File: src/rtl/apb_master_bridge.sv
// apb_master_bridge
// Single-outstanding APB3 requester: a valid/ready command becomes one
// SETUP/ACCESS transfer, and its outcome returns as a valid/ready response.
// Optional ACCESS watchdog: define APB_MASTER_TIMEOUT_EN to compile it in.
module apb_master_bridge #(
  parameter int ADDR_W         = 32,
  parameter int DATA_W         = 32,
  parameter int TIMEOUT_CYCLES = 16
) (
  input  logic              PCLK,
  input  logic              PRESETn,
  // command stream
  input  logic              cmd_valid,
  output logic              cmd_ready,
  input  logic              cmd_write,
  input  logic [ADDR_W-1:0] cmd_addr,
  input  logic [DATA_W-1:0] cmd_wdata,
  // response stream
  output logic              rsp_valid,
  input  logic              rsp_ready,
  output logic [DATA_W-1:0] rsp_rdata,
  output logic              rsp_err,
  output logic              rsp_timeout,
  // APB requester side
  output logic              PSEL,
  output logic              PENABLE,
  output logic              PWRITE,
  output logic [ADDR_W-1:0] PADDR,
  output logic [DATA_W-1:0] PWDATA,
  input  logic [DATA_W-1:0] PRDATA,
  input  logic              PREADY,
  input  logic              PSLVERR
);

  localparam logic [1:0] IDLE   = 2'd0;
  localparam logic [1:0] SETUP  = 2'd1;
  localparam logic [1:0] ACCESS = 2'd2;
  localparam logic [1:0] RESP   = 2'd3;

  if (TIMEOUT_CYCLES < 1 || TIMEOUT_CYCLES > 255) begin : g_bad_timeout
    $error("apb_master_bridge: TIMEOUT_CYCLES must be in 1..255");
  end

  logic [1:0] state;
  logic       rst_done;   // keeps cmd_ready low while PRESETn is asserted
  logic       cmd_fire;
  logic       access_done;

  // Control outputs are pure state decodes so reset drops them asynchronously
  assign cmd_ready = (state == IDLE) && rst_done;
  assign cmd_fire  = cmd_valid && cmd_ready;
  assign PSEL      = (state == SETUP) || (state == ACCESS);
  assign PENABLE   = (state == ACCESS);
  assign rsp_valid = (state == RESP);

`ifdef APB_MASTER_TIMEOUT_EN
  localparam int CNT_W = $clog2(TIMEOUT_CYCLES + 1);
  // Expiry is decided on the edge that would bring the count to the limit,
  // so the bus spends exactly TIMEOUT_CYCLES cycles in ACCESS.
  localparam logic [CNT_W-1:0] TMO_LAST = CNT_W'(TIMEOUT_CYCLES - 1);

  logic [CNT_W-1:0] tmo_cnt;
  logic             tmo_expire;
  logic             rsp_timeout_q;

  assign tmo_expire  = (state == ACCESS) && !PREADY && (tmo_cnt == TMO_LAST);
  assign rsp_timeout = rsp_timeout_q;

  // Watchdog: cleared in SETUP, counts ACCESS cycles that lack PREADY
  always_ff @(posedge PCLK or negedge PRESETn) begin
    if (!PRESETn) begin
      tmo_cnt <= '0;
    end else if (state == SETUP) begin
      tmo_cnt <= '0;
    end else if (state == ACCESS && !PREADY) begin
      tmo_cnt <= tmo_cnt + 1'b1;
    end
  end

  // Timeout flag travels with the response; PREADY on the expiry edge wins
  always_ff @(posedge PCLK or negedge PRESETn) begin
    if (!PRESETn) begin
      rsp_timeout_q <= 1'b0;
    end else if (state == ACCESS && PREADY) begin
      rsp_timeout_q <= 1'b0;
    end else if (tmo_expire) begin
      rsp_timeout_q <= 1'b1;
    end
  end
`else
  logic tmo_expire;

  assign tmo_expire  = 1'b0;
  assign rsp_timeout = 1'b0;
`endif

  assign access_done = (state == ACCESS) && (PREADY || tmo_expire);

  // Reset-release tracker for cmd_ready
  always_ff @(posedge PCLK or negedge PRESETn) begin
    if (!PRESETn) begin
      rst_done <= 1'b0;
    end else begin
      rst_done <= 1'b1;
    end
  end

  // Transfer sequencer: IDLE -> SETUP -> ACCESS (waits on PREADY) -> RESP
  always_ff @(posedge PCLK or negedge PRESETn) begin
    if (!PRESETn) begin
      state <= IDLE;
    end else begin
      case (state)
        IDLE:    if (cmd_fire) state <= SETUP;
        SETUP:   state <= ACCESS;
        ACCESS:  if (access_done) state <= RESP;
        RESP:    if (rsp_ready) state <= IDLE;
        default: state <= IDLE;
      endcase
    end
  end

  // APB address/data latched at accept and held until the next command
  always_ff @(posedge PCLK or negedge PRESETn) begin
    if (!PRESETn) begin
      PWRITE <= 1'b0;
      PADDR  <= '0;
      PWDATA <= '0;
    end else if (cmd_fire) begin
      PWRITE <= cmd_write;
      PADDR  <= cmd_addr;
      PWDATA <= cmd_wdata;
    end
  end

  // Response capture at ACCESS completion; timeout forces error with zero data
  always_ff @(posedge PCLK or negedge PRESETn) begin
    if (!PRESETn) begin
      rsp_err   <= 1'b0;
      rsp_rdata <= '0;
    end else if (state == ACCESS && PREADY) begin
      rsp_err   <= PSLVERR;
      rsp_rdata <= PWRITE ? '0 : PRDATA;
    end else if (tmo_expire) begin
      rsp_err   <= 1'b1;
      rsp_rdata <= '0;
    end
  end

endmodule

File: config.mk
export PLATFORM = sky130hd
export DESIGN_NAME = apb_master_bridge
export DESIGN_NICKNAME = d
export VERILOG_FILES = /design/src/rtl/apb_master_bridge.sv
export SDC_FILE = /design/constraint.sdc
export NUM_CORES = 1
export LEC_CHECK = 0
export CORE_ASPECT_RATIO = 1.4
export CORE_MARGIN = 3
export CORE_UTILIZATION = 30
export DETAILED_ROUTE_END_ITERATION = 16
export HOLD_SLACK_MARGIN = 0.08
export PLACE_DENSITY = 0.67
export SYNTH_ARGS = -nofsm -noshare
export SYNTH_HDL_FRONTEND = slang
export SYNTH_SLANG_ARGS = --single-unit
File: constraint.sdc
create_clock -name PCLK -period 1.8 [get_ports PCLK]
set_input_delay 0.54 -clock PCLK [delete_from_list [all_inputs] [get_ports PCLK]]
set_output_delay 0.54 -clock PCLK [all_outputs]
set_load 0.01 [all_outputs]
Word-level counts from Yosys, hierarchy flattened
Cells that the tools add are included.
{"block": "totals", "reg_bits": 101, "output_inout_bits": 103, "inputBits": 103, "wordCells": 24}
{"block": "classes", "mux": 5, "eq_ne": 6, "reduce_logical": 6}
{"operator": "32-bit two-way mux", "count": 1}
{"operator": "2-bit case mux with 4 select lines", "count": 1}
{"operator": "2-bit two-way mux", "count": 3}
{"operator": "2-bit equality test (second input constant)", "count": 2}
{"operator": "2-bit by 1-bit != test with 1-bit output (second input constant)", "count": 2}
{"operator": "1-bit logical AND", "count": 3}
{"operator": "3-bit AND reduction", "count": 1}
{"operator": "2-bit by 1-bit equality test with 1-bit output (second input constant)", "count": 1}
{"operator": "2-bit logical NOT", "count": 1}
{"operator": "2-bit != test (second input constant)", "count": 1}
{"operator": "1-bit logical OR", "count": 1}

Depth between registers and ports, before layout
Gate-level depths: netlist (run 1).
{"block": "depth", "word_depth": 5, "mapped_depth": 7, "ltp_nobuf": 5}

Worst setup path before layout (run 1)
OpenSTA, ideal clock, no wires.
{"block": "synth_path", "kind": "reg2reg", "from": "register state[0]", "to": "register PADDR[0]", "arrival_ps": 1470, "setup_time_ps": 125, "period_less_slack_ps": 1595, "required_time_ps": 1675, "n_path_buf": 2, "stages_incl_launch_ff": 8, "slack_ps": 205, "path_cell_list": "dfrtp_1 -> inv_1 -> ha_1 -> and2_1 -> nand2_1 -> buf_6 -> buf_6 -> mux2_2"}
{"block": "synth_between", "elab_chain_cells": 3}
{"item": "start, declared", "line_no": "44", "rtl": "logic [1:0] state;"}
{"item": "start signal, assigned", "line_no": "111", "rtl": "state <= IDLE;"}
{"item": "start signal, assigned", "line_no": "114", "rtl": "IDLE: if (cmd_fire) state <= SETUP;"}
{"item": "start signal, assigned", "line_no": "115", "rtl": "SETUP: state <= ACCESS;"}
{"item": "2-bit logical NOT", "line_no": "50", "rtl": "assign cmd_ready = (state == IDLE) && rst_done;"}
{"item": "1-bit logical AND", "line_no": "50"}
{"item": "named net cmd_ready", "line_no": "14", "rtl": "output logic cmd_ready,"}
{"item": "1-bit logical AND", "line_no": "51", "rtl": "assign cmd_fire = cmd_valid && cmd_ready;"}
{"item": "end signal, assigned", "line_no": "131", "rtl": "PADDR <= cmd_addr;"}
{"item": "end, declared", "line_no": "28", "rtl": "output logic [ADDR_W-1:0] PADDR,"}
The timed path passes the listed nets, and every way through them passes these cells.
A chain may end at the register's enable or synchronous reset.

Worst setup path after layout (run 1)
{"block": "layout_path", "from": "register PWDATA[29]", "to": "output port PWDATA[29]"}
{"item": "start, declared", "line_no": "29", "rtl": "output logic [DATA_W-1:0] PWDATA,"}
{"item": "start signal, assigned", "line_no": "132", "rtl": "PWDATA <= cmd_wdata;"}
No word-level cell between the ends.

==> results of run 1 <==
worst max-delay path by stage:
| stage | start | endpoint | slack (ns) |
|---|---|---|---|
| floorplan | state[0] | PADDR[0] | 0.21 |
| global route | state[0] | cmd_ready | -0.02 |
| global placement | cmd_valid | state[1] | -0.19 |
| CTS | state[0] | cmd_ready | -0.02 |
| detailed placement | cmd_valid | state[1] | -0.20 |
| finish | PWDATA[29] | PWDATA[29] | 0.03 |
cells by family after synthesis:
group / share of synthesized area, %
DFF: 63.3
and+or+nand+nor: 8.55
muxes: 19.1
AOI/OAI and AO/OA: 4.26
buffers and inverters: 3.35
adders and majority gates: 1.25
other: 0.188
sequential cells by signal (all words and copies together), names as in the netlist:
name,count
state,2
PWDATA,32
rst_done,1
PADDR,32
rsp_rdata,32
rsp_err,1
PWRITE,1
per-stage QoR:
step | area, um2 | std cells | setup TNS [ns]
finish | 6650 | 691 | 0
global route | 6650 | 691 | -0.0359
CTS | 6520 | 691 | -0.0157
detailed placement | 6280 | 675 | -3.95
global placement | 6280 | 675 | -3.56
floorplan | 4000 | 299 | 0
final cells by class:
| class | instances | share of cell area, % |
|---|---|---|
| Inverter | 4 | 0.226 |
| Sequential cell | 101 | 38.0 |
| Timing Repair Buffer | 216 | 33.5 |
| Multi-Input combinational cell | 176 | 20.4 |
| Tap cell | 178 | 3.35 |
| Clock inverter | 6 | 0.922 |
| Clock buffer | 10 | 3.59 |
what timing repair did:
action / CTS / global route
hold buffers: 0 / 0
pin swaps: 0 / 1
cloned: 0 / 0
setup buffers: 0 / 0
hold endpoints to repair: 0 / 0
setup endpoints to repair: 45 / 46
gates resized for setup: 58 / 50
cell usage after synthesis (all sizes together):
master	n
a222oi	1
and2	1
buf	10
clkbuf	8
conb	2
dfrtp	101
ha	4
inv	4
mux2	67
mux2i	1
nand2	35
nand2b	32
nor2	1
o21ai	32
metal layers:
layer | vias to the layer above | global-route usage (%) | share of wire (%)
li1 | 1413 | - | -
met1 | 1391 | 13.9 | 35
met2 | 123 | 27.0 | 56
met3 | 19 | 4.04 | 7.1
met4 | 0 | 7.21 | 2.6
met5 | - | 0 | 0
power by group through the flow:
stage	Sequential (W)	Clock [W]	Combinational, W
2_1_floorplan	0.00451	0	0.00159
3_5_place_dp	0.00401	0	0.00528
5_1_grt	0.00407	0.00210	0.00519
4_1_cts	0.00395	0.00203	0.00494
6_report	0.00392	0.00195	0.00478
3_3_place_gp	0.00394	0	0.00517
==> impl_metrics.ini, run 1 <==
[global_routing]
grt_pass1_wl_mm = 16.6
track_usage_pct = 14.1
overflow = 0
grt_max_degree = 65
antenna_found_initial = 0
grt_pass1_vias = 3242

[synthesis]
synth_area_um2 = 4000
ys_ff_latch = 101
ys_seq_area_share_pct = 63.3
ys_top_cells_by_area = dfrtp_1 63%, mux2_2 19%, nand2b_1 5.0%
avgSynthCellArea_um2 = 13.4
synth_nets = 406
synth_largest_area_cell = dfrtp_1
synth_cell_types = 17
syn_inst = 299
yosysWarningCount = 0
synth.top_cell.area_share_pct = 63.3

[worst_setup_path]
r2r_setup_slack_ns = 0.04
critical-path-top-delay-family = buffers and inverters
r2r-start = state[0]
crit_type = flop to primary output
cp_max_fo = 2
critPathBufInv = 1
cp_data_arrival_time_ns = 1.23
ff2ff_path_depth = 6
worst_path_max_delay_cell = clkdlybuf4s50_1
r2r-end = state[1]
cp.required_ns = 1.26
setup.worst_path.start_class = flop
cp_slowest_stage_delay_ns = 0.54
worst_setup_path_end_kind = primary output
crit_path_cell_trace = clkdlybuf4s50_1
critical_path_depth = 1

[cts]
cts_tree = built
clk_latency_ns = 0.34
numCtsBuffers = 9
root_buffer = clkbuf_16
cts_num_sinks = 101
cts_max_level = 3
cts_buffer_depth = 2
clk_pin_slew_ns = 0.07

[cells_and_area]
nNetsFinal = 615
drive_gt1_share_pct = 20.9
multi_input_area_um2 = 1360
final_cell_mix = 117 x clkdlybuf4s50_1, 101 x dfrtp_1, 67 x mux2_2
final_common_cell = clkdlybuf4s50_1
final_core_util_pct = 51.4
area.growth.synth_to_final_pct = 66.5
antenna_cells = 0
seq_area_um2 = 2530
final.fill_count = 1170

[pwr]
p_int_w = 0.00728
p_per_area_nw_per_um2 = 1600
p_leak_nw = 3.38
clkPwrFrac_pct = 18.3
finalPower_w = 0.0107
swShare_pct = 31.6
vdd_ir_drop_max_mv = 0.848
comb_power_share_pct = 44.9
power_switching_w = 0.00337
p_seq_share_pct = 36.8

[routing]
ant_nets = 0
drt-pass1-iter-count = 4
totalWireLength_mm = 10.4
vias = 2946
wl_per_cell_um = 15.1
drc = 0
viasPerCell = 4.26
drt_iter0_markers = 53

[sta]
finClkSkew_ns = 0.00502
setup_slack_ns = 0.0283
rsz0062_at_grt = true
fmax_ghz = 0.564
whs_ns = 0.0978
min_period_ns = 1.77
setup_violations = 0
finalMaxSlewViolations = 0
final-hold-violation-count = 0
final.period_utilization_pct = 98.4

[place]
port_buffers = 204
hpwl_mm = 7.93
gp_congestion = 0.755
post-place-ws_ns = -0.200

[floorplanning]
die_w_um = 104
io_pins = 206
coreArea_um2 = 12900
start_util_pct = 30.9
die-area_um2 = 14800
die_y_um = 143
rows = 49

[flow_run]
maxCapViolations = 0

[hold_path]
hp-class = input port to asynchronous set/reset pin

[status]
status = finished, final reports clean
Note: power is estimated with default switching activity, not from simulation.
==> inputs of run 2 (changes only) <==
--- a/config.mk
+++ b/config.mk
@@ -10,7 +10,7 @@
 export CORE_UTILIZATION = 30
 export DETAILED_ROUTE_END_ITERATION = 16
 export HOLD_SLACK_MARGIN = 0.08
-export PLACE_DENSITY = 0.67
+export PLACE_DENSITY_LB_ADDON = 0.3
 export SYNTH_ARGS = -nofsm -noshare
 export SYNTH_HDL_FRONTEND = slang
 export SYNTH_SLANG_ARGS = --single-unit
==> run 2 against run 1 <==
  * Worst hold slack better by 0.15 ns
  * Clock skew rose by 0.0026 ns
  * Sequential cell count did not move
  * First-iteration DRC count rose by 55%
==> impl_metrics.ini, run 2 (synthesis results as in run 1) <==
[cells_and_area]
area.growth.synth_to_final_pct = 65.2
multi_input_area_um2 = 1370
antenna_cells = 0
drive_gt1_share_pct = 20.9
nNetsFinal = 616
seq_area_um2 = 2530
final_common_cell = clkdlybuf4s50_1
largestRegisters = PADDR x32, PWDATA x32, rsp_rdata x32
final_cell_mix = 121 x clkdlybuf4s50_1, 101 x dfrtp_1, 67 x mux2_2
final.fill_count = 1176
final_core_util_pct = 51.0

[pwr]
power_switching_w = 0.00334
p_leak_nw = 3.29
vdd_ir_drop_max_mv = 0.713
finalPower_w = 0.0105
p_seq_share_pct = 37.5
p_per_area_nw_per_um2 = 1580
p_int_w = 0.00712
clkPwrFrac_pct = 16.8
swShare_pct = 32.0
comb_power_share_pct = 45.7

[floorplanning]
io_pins = 206
rows = 49
start_util_pct = 30.9
die_y_um = 143
die_w_um = 104
coreArea_um2 = 12900
die-area_um2 = 14800

[worst_setup_path]
cp_max_fo = 2
cp_data_arrival_time_ns = 1.22
worst_path_max_delay_cell = clkdlybuf4s50_1
setup.worst_path.start_class = flop
r2r-end = state[1]
crit_path_cell_trace = clkdlybuf4s50_1
critical-path-top-delay-family = buffers and inverters
worst_setup_path_end_kind = primary output
crit_type = flop to primary output
cp_slowest_stage_delay_ns = 0.55
r2r_setup_slack_ns = 0.16
critPathBufInv = 1
ff2ff_path_depth = 5
cp.required_ns = 1.26
r2r-start = state[0]

[routing]
drc = 0
vias = 2944
wl_per_cell_um = 14.7
totalWireLength_mm = 10.2
ant_nets = 0
drt_iter0_markers = 82
drt-pass1-iter-count = 4
viasPerCell = 4.26

[flow_run]
maxCapViolations = 0

[global_routing]
overflow = 0
grt_pass1_vias = 3135
antenna_found_initial = 0
grt_pass1_wl_mm = 16.3
grt_max_degree = 102
track_usage_pct = 13.9

[place]
port_buffers = 204
post-place-ws_ns = -0.233
gp_congestion = 0.771
hpwl_mm = 7.58

[sta]
setup_violations = 0
min_period_ns = 1.76
slew_headroom_pct = 64.6
whs_ns = 0.250
finalMaxSlewViolations = 0
tightest_slew_ns = 0.531
rsz0062_at_grt = false
finClkSkew_ns = 0.00757
setup_slack_ns = 0.0359
final.period_utilization_pct = 98.0
final-hold-violation-count = 0
fmax_ghz = 0.567

[cts]
cts_max_level = 3
clk_latency_ns = 0.34
clk_pin_slew_ns = 0.07
cts_buffer_depth = 2
numCtsBuffers = 9
cts_tree = built
root_buffer = clkbuf_16
cts_num_sinks = 101

[status]
status = finished, final reports clean

[hold_path]
hp-class = input port to asynchronous set/reset pin
run 2: metal layers:
layer  global-route usage, %  share of wire, %  vias up
met5                       0                 0        -
met4                    6.58               2.9        0
met3                    4.49               6.9       18
met2                    24.4                53      123
met1                    15.2                37     1389
li1                        -                 -     1414
run 2: timing repair:
item,4_1_cts,5_1_grt
hold buffers,0,0
setup buffers,0,1
endpoints found under the setup margin,49,40
cloned,0,0
gates resized for setup,65,40
pin swaps,0,2
run 2: how the worst max path moves through the flow:
| stage | start | cells after the start | endpoint | slack, ns |
|---|---|---|---|---|
| after detailed placement | cmd_valid | 4 | state[1] | -0.23 |
| after floorplan | state[0] | 7 | PADDR[0] | 0.21 |
| final | PWDATA[2] | 1 | PWDATA[2] | 0.04 |
| after global routing | PADDR[18] | 1 | PADDR[18] | 0.0005 |
| after CTS | rsp_rdata[17] | 1 | rsp_rdata[17] | 0.002 |
| after global placement | cmd_valid | 4 | state[1] | -0.18 |
run 2: stage by stage:
stage / cells / cell area (um2) / TNS [ns]
after global placement: 676 / 6280 / -3.15
after floorplan: 299 / 4000 / 0
after detailed placement: 676 / 6280 / -4.37
final: 691 / 6600 / 0
after global routing: 691 / 6600 / 0
after CTS: 691 / 6480 / 0
run 2: area by class of cell:
class                      count  area share, %
sequential                   101           38.3
timing repair buffer         217           33.3
multi-input combinational    176           20.7
clock buffer                  10           3.47
tap                          178           3.38
clock inverter                 5          0.569
inverter                       4          0.228
run 2: power groups by stage:
| stage | clock, W | sequential, W | combinational, W |
|---|---|---|---|
| 2_1_floorplan | 0 | 0.00451 | 0.00159 |
| 3_3_place_gp | 0 | 0.00394 | 0.00518 |
| 3_5_place_dp | 0 | 0.00400 | 0.00528 |
| 4_1_cts | 0.00184 | 0.00395 | 0.00492 |
| 5_1_grt | 0.00191 | 0.00409 | 0.00519 |
| 6_report | 0.00176 | 0.00392 | 0.00478 |
==> inputs of run 3 (changes only) <==
--- a/config.mk
+++ b/config.mk
@@ -7,7 +7,7 @@
 export LEC_CHECK = 0
 export CORE_ASPECT_RATIO = 1.4
 export CORE_MARGIN = 3
-export CORE_UTILIZATION = 30
+export CORE_UTILIZATION = 40
 export DETAILED_ROUTE_END_ITERATION = 16
 export HOLD_SLACK_MARGIN = 0.08
 export PLACE_DENSITY_LB_ADDON = 0.3
==> run 3 against run 2 <==
  * Sequential share of layout area fell by 0.32 points
  * Cell count fell by 6.1%
  * Routed wire length fell by 2.0%
  * Clock-buffer cell count rose by 1
  * Utilization rose by 18 points
  * Critical path type unchanged
  * Largest power group unchanged
  * Highest routed layer unchanged
==> impl_metrics.ini, run 3 (synthesis results as in run 1) <==
[cts]
root_buffer = clkbuf_16
clk_latency_ns = 0.33
cts_num_sinks = 101
clk_pin_slew_ns = 0.07
numCtsBuffers = 9
holdBufCountCts = 0
cts_buffer_depth = 2
cts_max_level = 3
cts_tree = built

[routing]
viasPerCell = 4.59
ant_nets = 0
vias = 2981
drt_iter0_markers = 59
wl_per_cell_um = 15.4
drc = 0
totalWireLength_mm = 9.97
drt-pass1-iter-count = 4

[worst_setup_path]
worst_path_max_delay_cell = clkdlybuf4s50_1
critPathBufInv = 1
crit_type = flop to primary output
cp_slowest_stage_delay_ns = 0.54
cp_data_arrival_time_ns = 1.22
cp.required_ns = 1.26
worst_setup_path_end_kind = primary output
crit_path_cell_trace = clkdlybuf4s50_1
setup.worst_path.start_class = flop
r2r_setup_slack_ns = 0.07
cp_max_fo = 2
critical-path-top-delay-family = buffers and inverters

[floorplanning]
die-area_um2 = 11200
coreArea_um2 = 9620
rows = 42
die_y_um = 124
io_pins = 206
die_w_um = 90.5
start_util_pct = 41.5

[sta]
tns_ns = 0
fmax_ghz = 0.567
final-hold-violation-count = 0
finClkSkew_ns = 0.00773
final.period_utilization_pct = 97.9
setup_slack_ns = 0.0379
setup_violations = 0
min_period_ns = 1.76
finalMaxSlewViolations = 0
rsz0062_at_grt = true

[global_routing]
overflow = 0
grt_pass1_wl_mm = 16.4
grt_pass1_vias = 3337
track_usage_pct = 18.4
grt_max_degree = 61
antenna_found_initial = 0

[place]
port_buffers = 204
hpwl_mm = 7.55
gp_congestion = 0.832
post-place-ws_ns = -0.207

[cells_and_area]
final_core_util_pct = 69.2
antenna_cells = 0
final_cell_mix = 143 x clkdlybuf4s50_1, 101 x dfrtp_1, 67 x mux2_2
drive_gt1_share_pct = 20.7
area.growth.synth_to_final_pct = 66.6
nNetsFinal = 620
final_common_cell = clkdlybuf4s50_1
largestRegisters = PADDR x32, PWDATA x32, rsp_rdata x32

[pwr]
vdd_ir_drop_max_mv = 0.878
p_leak_nw = 3.36
p_per_area_nw_per_um2 = 1600

[flow_run]
maxCapViolations = 0

[hold_path]
hp-class = input port to asynchronous set/reset pin

[status]
status = finished, final reports clean
[run 3: cell type report]
class | instances | area, um2
fillers | 702 | 2960
well taps | 132 | 165
clock inverters | 4 | 26.3
clock buffers | 11 | 233
inverters | 4 | 15.0
flip-flops and latches | 101 | 2530
multi-input cells | 176 | 1350
repair buffers | 221 | 2330
[run 3: path summary, 6_finish.rpt]
| kind | to | start | depth (start not counted) |
|---|---|---|---|
| max in group asynchronous | PADDR[23] | PRESETn | 2 |
| worst min-delay path | PWDATA[4] | PRESETn | 2 |
| min in group PCLK | rsp_rdata[23] | rsp_rdata[23] | 2 |
| worst min register to register | rsp_rdata[23] | rsp_rdata[23] | 2 |
| worst max-delay path | rsp_rdata[28] | rsp_rdata[28] | 1 |
| worst max register to register | state[1] | state[1] | 5 |
[run 3: power by group]
part | internal (W) | leakage [nW] | switching, W | total [W]
Clock | 0.000928 | 0.125 | 0.000778 | 0.00171
Combinational | 0.00303 | 2.00 | 0.00200 | 0.00503
Sequential | 0.00340 | 1.24 | 0.000530 | 0.00393
Total | 0.00736 | 3.36 | 0.00330 | 0.0107
[run 3: timing repair]
action                     CTS  global route
cloned                       0             1
gates resized for setup     34            44
pin swaps                    0             1
buffers inserted             1             0
setup endpoints to repair   65            89
[run 3: layer usage]
layer	vias up	wire (um)	track usage, %	part of all wire (%)
met3	20	839	6.22	8.4
met1	1405	3580	19.5	36
met5	-	0	0	0
li1	1424	-	-	-
met2	132	5250	32.3	53
met4	0	310	9.02	3.1
[run 3: metrics by stage]
stage	hold WS, ns	power, W	std cells	instance area, um2
2_1_floorplan	0.244	0.00610	299	4000
3_3_place_gp	0.460	0.00914	632	6270
3_5_place_dp	0.470	0.00931	632	6270
4_1_cts	0.183	0.0110	648	6520
5_1_grt	0.197	0.0114	649	6650
6_report	0.188	0.0107	649	6650
